--- config.mk ---
export PLATFORM = sky130hd
export DESIGN_NAME = sg_filter_stream
export DESIGN_NICKNAME = d
export VERILOG_FILES = /design/src/rtl/sg_pkg.sv /design/src/rtl/sg_filter_stream_mac.sv /design/src/rtl/sg_filter_stream.sv
export SDC_FILE = /design/constraint.sdc
export NUM_CORES = 2
export LEC_CHECK = 0
export CAP_MARGIN = 20
export CORE_AREA = 2 2 369 371
export CTS_BUF_LIST = sky130_fd_sc_hd__clkbuf_8 sky130_fd_sc_hd__clkbuf_16
export CTS_CLUSTER_SIZE = 40
export DETAILED_ROUTE_END_ITERATION = 6
export DIE_AREA = 0 0 371 373
export PLACE_DENSITY = 0.7
export SYNTH_ARGS = -nofsm -noshare
export SYNTH_HDL_FRONTEND = slang
export SYNTH_SLANG_ARGS = --single-unit
--- constraint.sdc ---
create_clock -name clk -period 10.71 [get_ports clk]
set_input_delay 1.071 -clock clk [delete_from_list [all_inputs] [get_ports clk]]
set_output_delay 1.071 -clock clk [all_outputs]
set_load 0.01 [all_outputs]
--- src/rtl/sg_pkg.sv ---
// Shared state encoding, pipeline sideband type and default kernel for the
// streaming Savitzky-Golay smoother.
package sg_pkg;

  typedef logic [1:0] sg_state_t;

  localparam sg_state_t ST_IDLE  = 2'd0;
  localparam sg_state_t ST_FILL  = 2'd1;
  localparam sg_state_t ST_RUN   = 2'd2;
  localparam sg_state_t ST_FLUSH = 2'd3;

  typedef struct packed {
    logic vld;
    logic last;
  } sg_side_t;

  function automatic int sg_half(input int window);
    return window / 2;
  endfunction

  function automatic int sg_acc_w(input int data_w, input int coef_w, input int window);
    return data_w + coef_w + $clog2(window) + 1;
  endfunction

  // 15-point quadratic kernel (sums to 32768); any other length boots as a pass-through.
  function automatic int sg_default_coef(input int window, input int idx);
    int c;
    c = (idx == window / 2) ? 32767 : 0;
    if (window == 15) begin
      case (idx)
        0:       c = -2313;
        1:       c = -386;
        2:       c = 1246;
        3:       c = 2580;
        4:       c = 3618;
        5:       c = 4359;
        6:       c = 4804;
        7:       c = 4952;
        default: c = 0;
      endcase
    end
    return c;
  endfunction

endpackage

--- src/rtl/sg_filter_stream_mac.sv ---
// Symmetric pre-add / multiply, adder tree, round and saturate: three registered
// stages that all advance together on i_en, with a valid/last sideband.
module sg_sym_mac
  import sg_pkg::*;
#(
  parameter int DATA_W = 8,
  parameter int WINDOW = 15,
  parameter int COEF_W = 16,
  parameter int OUT_W  = 10,
  localparam int HALF  = WINDOW / 2
) (
  input  logic                             clk,
  input  logic                             rst,
  input  logic                             i_en,
  input  logic                             i_vld,
  input  logic                             i_last,
  input  logic [WINDOW-1:0][DATA_W-1:0]    i_win,
  input  logic [HALF:0][COEF_W-1:0]        i_coef,
  output logic                             o_vld,
  output logic                             o_last,
  output logic [OUT_W-1:0]                 o_data,
  output logic                             o_busy
);

  localparam int PROD_W = DATA_W + 2 + COEF_W;
  localparam int ACC_W  = sg_acc_w(DATA_W, COEF_W, WINDOW);

  localparam logic signed [ACC_W-1:0] RND     = ACC_W'(longint'(1) << (COEF_W - 2));
  localparam logic signed [ACC_W-1:0] SAT_MAX = ACC_W'((longint'(1) << (OUT_W - 1)) - 1);
  localparam logic signed [ACC_W-1:0] SAT_MIN = ~SAT_MAX;

  logic [DATA_W:0]            w_pre  [HALF+1];
  logic signed [PROD_W-1:0]   w_prod [HALF+1];
  logic signed [PROD_W-1:0]   r_prod [HALF+1];
  logic signed [ACC_W-1:0]    w_sum;
  logic signed [ACC_W-1:0]    r_acc;
  logic signed [ACC_W-1:0]    w_rnd;
  logic signed [ACC_W-1:0]    w_shr;
  logic [OUT_W-1:0]           w_sat;

  sg_side_t                   r_s1;
  sg_side_t                   r_s2;
  logic                       r_out_vld;
  logic                       r_out_last;
  logic [OUT_W-1:0]           r_out_data;

  // Index 0 pairs the oldest and newest taps; index HALF is the unpaired centre.
  always_comb begin
    // NOTE: every variable gets a default before the loop so no path can infer a latch.
    w_pre  = '{default: '0};
    w_prod = '{default: '0};
    for (int k = 0; k < HALF; k++) begin
      w_pre[k] = {1'b0, i_win[k]} + {1'b0, i_win[WINDOW-1-k]};
    end
    w_pre[HALF] = {1'b0, i_win[HALF]};
    for (int k = 0; k <= HALF; k++) begin
      w_prod[k] = PROD_W'($signed({1'b0, w_pre[k]})) * PROD_W'($signed(i_coef[k]));
    end
  end

  always_comb begin
    w_sum = '0;
    for (int k = 0; k <= HALF; k++) begin
      w_sum = w_sum + ACC_W'(r_prod[k]);
    end
  end

  assign w_rnd = r_acc + RND;
  assign w_shr = w_rnd >>> (COEF_W - 1);

  always_comb begin
    if (w_shr > SAT_MAX) begin
      w_sat = SAT_MAX[OUT_W-1:0];
    end else if (w_shr < SAT_MIN) begin
      w_sat = SAT_MIN[OUT_W-1:0];
    end else begin
      w_sat = w_shr[OUT_W-1:0];
    end
  end

  // NOTE: arithmetic registers carry no reset; the sideband valid bits qualify them.
  always_ff @(posedge clk) begin
    if (i_en) begin
      for (int k = 0; k <= HALF; k++) begin
        r_prod[k] <= w_prod[k];
      end
      r_acc <= w_sum;
    end
  end

  always_ff @(posedge clk or posedge rst) begin
    if (rst) begin
      r_s1       <= '0;
      r_s2       <= '0;
      r_out_vld  <= 1'b0;
      r_out_last <= 1'b0;
      r_out_data <= '0;
    end else if (i_en) begin
      r_s1       <= '{vld: i_vld, last: i_vld & i_last};
      r_s2       <= r_s1;
      r_out_vld  <= r_s2.vld;
      r_out_last <= r_s2.vld & r_s2.last;
      if (r_s2.vld) begin
        r_out_data <= w_sat;
      end
    end
  end

  assign o_vld  = r_out_vld;
  assign o_last = r_out_last;
  assign o_data = r_out_data;
  assign o_busy = r_s1.vld | r_s2.vld | r_out_vld;

endmodule

--- src/rtl/sg_filter_stream.sv ---
// Streaming Savitzky-Golay smoother: window shift register, runtime-loadable
// symmetric kernel, frame FSM with edge replication, and a stalling MAC pipeline.
module sg_filter_stream
  import sg_pkg::*;
#(
  parameter int DATA_W = 8,
  parameter int WINDOW = 15,
  parameter int COEF_W = 16,
  parameter int OUT_W  = 10,
  localparam int HALF  = WINDOW / 2,
  localparam int IDX_W = $clog2(HALF + 1)
) (
  input  logic              clk,
  input  logic              rst,
  input  logic              s_valid,
  output logic              s_ready,
  input  logic [DATA_W-1:0] s_data,
  input  logic              s_last,
  output logic              m_valid,
  input  logic              m_ready,
  output logic [OUT_W-1:0]  m_data,
  output logic              m_last,
  input  logic              coef_we,
  input  logic [IDX_W-1:0]  coef_idx,
  input  logic [COEF_W-1:0] coef_wdata,
  output logic              busy
);

  localparam logic [IDX_W-1:0] HALF_IDX = IDX_W'(HALF);
  localparam logic [IDX_W-1:0] ONE_IDX  = IDX_W'(1);

  sg_state_t                      r_state;
  logic [WINDOW-1:0][DATA_W-1:0]  r_win;
  logic                           r_win_vld;
  logic                           r_win_last;
  logic [HALF:0][COEF_W-1:0]      r_coef;
  logic [IDX_W-1:0]               r_cnt;
  logic [IDX_W-1:0]               r_rem;

  logic                           w_advance;
  logic                           w_accept;
  logic                           w_inject;
  logic                           w_shift;
  logic                           w_issue;
  logic [DATA_W-1:0]              w_new;
  logic                           w_mac_busy;

  assign w_advance = !(m_valid && !m_ready);
  assign s_ready   = w_advance && (r_state != ST_FLUSH);
  assign w_accept  = s_valid && s_ready;
  assign w_inject  = w_advance && (r_state == ST_FLUSH);
  assign w_shift   = w_accept || w_inject;
  // Flush replicates the most recent tap, i.e. the frame's last sample.
  assign w_new     = w_inject ? r_win[0] : s_data;

  // The item entering with index HALF is the first whose centre tap is sample 0,
  // so issuing from there on yields exactly one MAC per input sample.
  assign w_issue   = w_shift && (r_cnt == HALF_IDX);

  always_ff @(posedge clk or posedge rst) begin
    if (rst) begin
      r_win      <= '0;
      r_win_vld  <= 1'b0;
      r_win_last <= 1'b0;
    end else if (w_advance) begin
      // NOTE: non-blocking so each tap takes its neighbour's pre-edge value.
      r_win_vld  <= w_issue;
      r_win_last <= w_inject && (r_rem == ONE_IDX);
      if (w_shift) begin
        if (r_state == ST_IDLE) begin
          for (int i = 0; i <= HALF; i++) begin
            r_win[i] <= s_data;
          end
        end else begin
          r_win <= {r_win[WINDOW-2:0], w_new};
        end
      end
    end
  end

  always_ff @(posedge clk or posedge rst) begin
    if (rst) begin
      r_state <= ST_IDLE;
      r_cnt   <= '0;
      r_rem   <= '0;
    end else begin
      if (w_shift && (r_cnt != HALF_IDX)) begin
        r_cnt <= r_cnt + 1'b1;
      end
      case (r_state)
        ST_IDLE: begin
          if (w_accept) begin
            r_state <= s_last ? ST_FLUSH : ST_FILL;
            r_rem   <= HALF_IDX;
          end
        end
        ST_FILL: begin
          if (w_accept) begin
            if (s_last) begin
              r_state <= ST_FLUSH;
              r_rem   <= HALF_IDX;
            end else if (r_cnt == HALF_IDX) begin
              r_state <= ST_RUN;
            end
          end
        end
        ST_RUN: begin
          if (w_accept && s_last) begin
            r_state <= ST_FLUSH;
            r_rem   <= HALF_IDX;
          end
        end
        ST_FLUSH: begin
          if (w_inject) begin
            r_rem <= r_rem - 1'b1;
            if (r_rem == ONE_IDX) begin
              r_state <= ST_IDLE;
              r_cnt   <= '0;
            end
          end
        end
        default: r_state <= ST_IDLE;
      endcase
    end
  end

  // Writes only land while the pipeline is idle, so a frame never sees a mixed kernel.
  always_ff @(posedge clk or posedge rst) begin
    if (rst) begin
      for (int i = 0; i <= HALF; i++) begin
        r_coef[i] <= COEF_W'(sg_default_coef(WINDOW, i));
      end
    end else begin
      for (int i = 0; i <= HALF; i++) begin
        if (coef_we && !busy && (coef_idx == IDX_W'(i))) begin
          r_coef[i] <= coef_wdata;
        end
      end
    end
  end

  sg_sym_mac #(
    .DATA_W (DATA_W),
    .WINDOW (WINDOW),
    .COEF_W (COEF_W),
    .OUT_W  (OUT_W)
  ) u_mac (
    .clk    (clk),
    .rst    (rst),
    .i_en   (w_advance),
    .i_vld  (r_win_vld),
    .i_last (r_win_last),
    .i_win  (r_win),
    .i_coef (r_coef),
    .o_vld  (m_valid),
    .o_last (m_last),
    .o_data (m_data),
    .o_busy (w_mac_busy)
  );

  assign busy = (r_state != ST_IDLE) || r_win_vld || w_mac_busy;

endmodule
==> impl_metrics.json <==
{
  "num-fill-cells": 11800,
  "cts_made_buffers": 60,
  "ys.flop_type": "edfxtp_1",
  "critPathLaunchType": "flop",
  "core_um2": 135000,
  "finalNetCount": 8350,
  "syn_avg_cell_area_um2": 9.99,
  "final_cell_mix": "1,435 x inv_1, 1,097 x fa_1, 636 x nand2_1, 583 x and2_1, 566 x ha_1",
  "synth_area_um2": 66900,
  "netlist_instances": 6703,
  "area_growth_pct": 6.71,
  "cts_setup_buffers": 0,
  "synth_seq_area_share": 0.203,
  "hold_start": "r_win_last",
  "critPathMaxFanout": 16,
  "cts-root-buf": "clkbuf_16",
  "die_area_um2": 138000,
  "cp.arrival_ps": 8440,
  "dp_hpwl_um": 134000,
  "rsz0062_at_grt": "no",
  "outcome": "finished, final reports clean",
  "final_cells": 8496,
  "yosysWarnings": 0,
  "critPathMostFrequentCell": "fa_1",
  "ant_nets": 0,
  "critPathCaptureType": "flop",
  "worstPathRequired_ps": 11120,
  "final_common_cell": "inv_1",
  "viasPerCell": 5.34,
  "synthArstFlopShare": 0.552,
  "fin_crit_sh": 0.750,
  "hold_violations": 0,
  "finalSetupTns_ps": 0,
  "r2r-start": "r_win[0]",
  "antenna_found_initial": 21,
  "hold_buffers": 0,
  "routedWlPerCell_um": 19.5,
  "grt_pass1_wl_um": 269000,
  "cts_sinks": 496,
  "grt_max_degree": 163,
  "start_util": 0.497,
  "track_usage": 0.249,
  "drive_gt1_frac": 0.0606,
  "clk_pin_slew_worst_paths_ps": 60,
  "slew_headroom": 0.266,
  "portBuffers": 46,
  "synth_nets": 8400,
  "synth-seq-cells": 496,
  "wl_um": 166000,
  "first_iter_violations": 3162,
  "cp_slowest_cell": "fa_1",
  "critPathMaxStageDelay_ps": 580,
  "setup_viol": 0,
  "io_pins": 47,
  "grt_pass1_vias": 48400,
  "final_cell_area_um2": 71400,
  "die_height_um": 373,
  "route.vias.total": 45400,
  "cts_max_path_buffers": 3,
  "place_congestion": 0.930,
  "dp.cells": 8372,
  "max_clock_freq_ghz": 0.124,
  "critPathKind": "reg -> reg",
  "fin_skew_ps": 49.9,
  "firstDrtPassIters": 6,
  "cts_tree": "built",
  "maxCapViolations": 0,
  "fin_crit_ps": 8040,
  "worstMarginPinSlew_ps": 1100,
  "worst_hold_path_type": "reg -> reg",
  "num_rows": 135,
  "crit_start": "r_win[0]",
  "globalRouteOverflowTotal": 0,
  "drv_slew": 0,
  "synth.distinct_cells": 78,
  "htree_levels": 2,
  "die_w_um": 371,
  "postCtsResizedCells": 0,
  "dpl_cell_area_um2": 69400,
  "synth_edf_count": 222,
  "drc": 0,
  "insertion_delay_ps": 710
}
## metrics by stage
step                      hold slack, ps  utilization  setup WS [ps]
after floorplan                      439            -           2180
after detailed placement             464        0.515           2900
after global placement               456        0.515           3080
final                                482        0.531           2670
after global routing                 500        0.530           2300
after CTS                            477        0.530           2750
## synthesized netlist by cell type, types with 18 or more instances
cell type / number / share of area
xnor2_1: 217 / 0.028
inv_1: 1425 / 0.080
or3_1: 19 / 0.0018
mux2i_1: 64 / 0.0096
o21ai_1: 32 / 0.0024
fa_1: 1097 / 0.33
dfrtp_1: 216 / 0.081
o21ai_0: 141 / 0.011
clkbuf_1: 139 / 0.0078
edfxtp_1: 222 / 0.10
a21o_1: 90 / 0.010
nand2b_1: 109 / 0.010
o21bai_1: 44 / 0.0049
xor2_1: 81 / 0.011
and2_1: 583 / 0.054
ha_1: 567 / 0.11
mux2_2: 154 / 0.026
mux2_1: 32 / 0.0054
nand3_1: 49 / 0.0037
nor3_1: 36 / 0.0027
nand2_1: 636 / 0.036
a21oi_1: 211 / 0.016
nor2_1: 121 / 0.0068
a31oi_1: 18 / 0.0017
and3_1: 28 / 0.0026
buf_1: 74 / 0.0041
a211oi_1: 21 / 0.0024
nor2b_1: 43 / 0.0040
o21a_1: 23 / 0.0026
dfstp_2: 58 / 0.023
## layout make-up
type	instances	area (µm²)	area share
timing repair buffer	102	881	0.0123
multi-input combinational	4567	47300	0.662
clock inverter	50	463	0.00648
inverter	1426	5370	0.0751
antenna	10	25.0	0.000350
tap	1781	2230	0.0312
sequential	496	13600	0.190
clock buffer	64	1570	0.0219
## final timing paths
| check | end | slack [ps] | cells past startpoint |
|---|---|---|---|
| max reg2reg | u_mac.r_prod[0][25] | 2670 | 26 |
| min reg2reg | r_win_last | 480 | 1 |
| min in group asynchronous | r_coef[23] | 860 | 2 |
| max in group asynchronous | u_mac.o_data[0] | 8250 | 3 |
| max | u_mac.r_prod[0][25] | 2670 | 26 |
| min | r_win_last | 480 | 1 |
## critical path, delay by kind of cell (launching register included)
kind | cells | cell delay (ps)
compound gates | 11 | 2710
fa+ha+maj | 8 | 3450
buf+inv | 2 | 90
simple gates | 3 | 610
xor+xnor | 2 | 450
flops | 1 | 400
## metal layers
layer | up-vias | routed length (µm) | GRT usage
met5 | - | 18 | 0
met4 | 4 | 5380 | 0.0830
met3 | 220 | 11600 | 0.0352
met2 | 1189 | 76700 | 0.400
met1 | 23300 | 72200 | 0.348
li1 | 20700 | - | -
## flip-flops by register name (all words and copies together), names as in the netlist, 3 cells and up
register and cells:
u_mac.r_prod 207, r_win 120, r_rem 3, u_mac.o_data 10
r_cnt 3, u_mac.r_acc 15, r_coef 128
## cells by family after synthesis
kind of cell / synth area share
compound gates: 0.0627
xor+xnor: 0.0390
fa+ha+maj: 0.434
buf+inv: 0.0920
flops: 0.203
mux: 0.0409
simple gates: 0.128
Power is left out: the tool's default activity adds up to more than one toggle a clock period on the data nets, which glitch-free logic cannot reach.
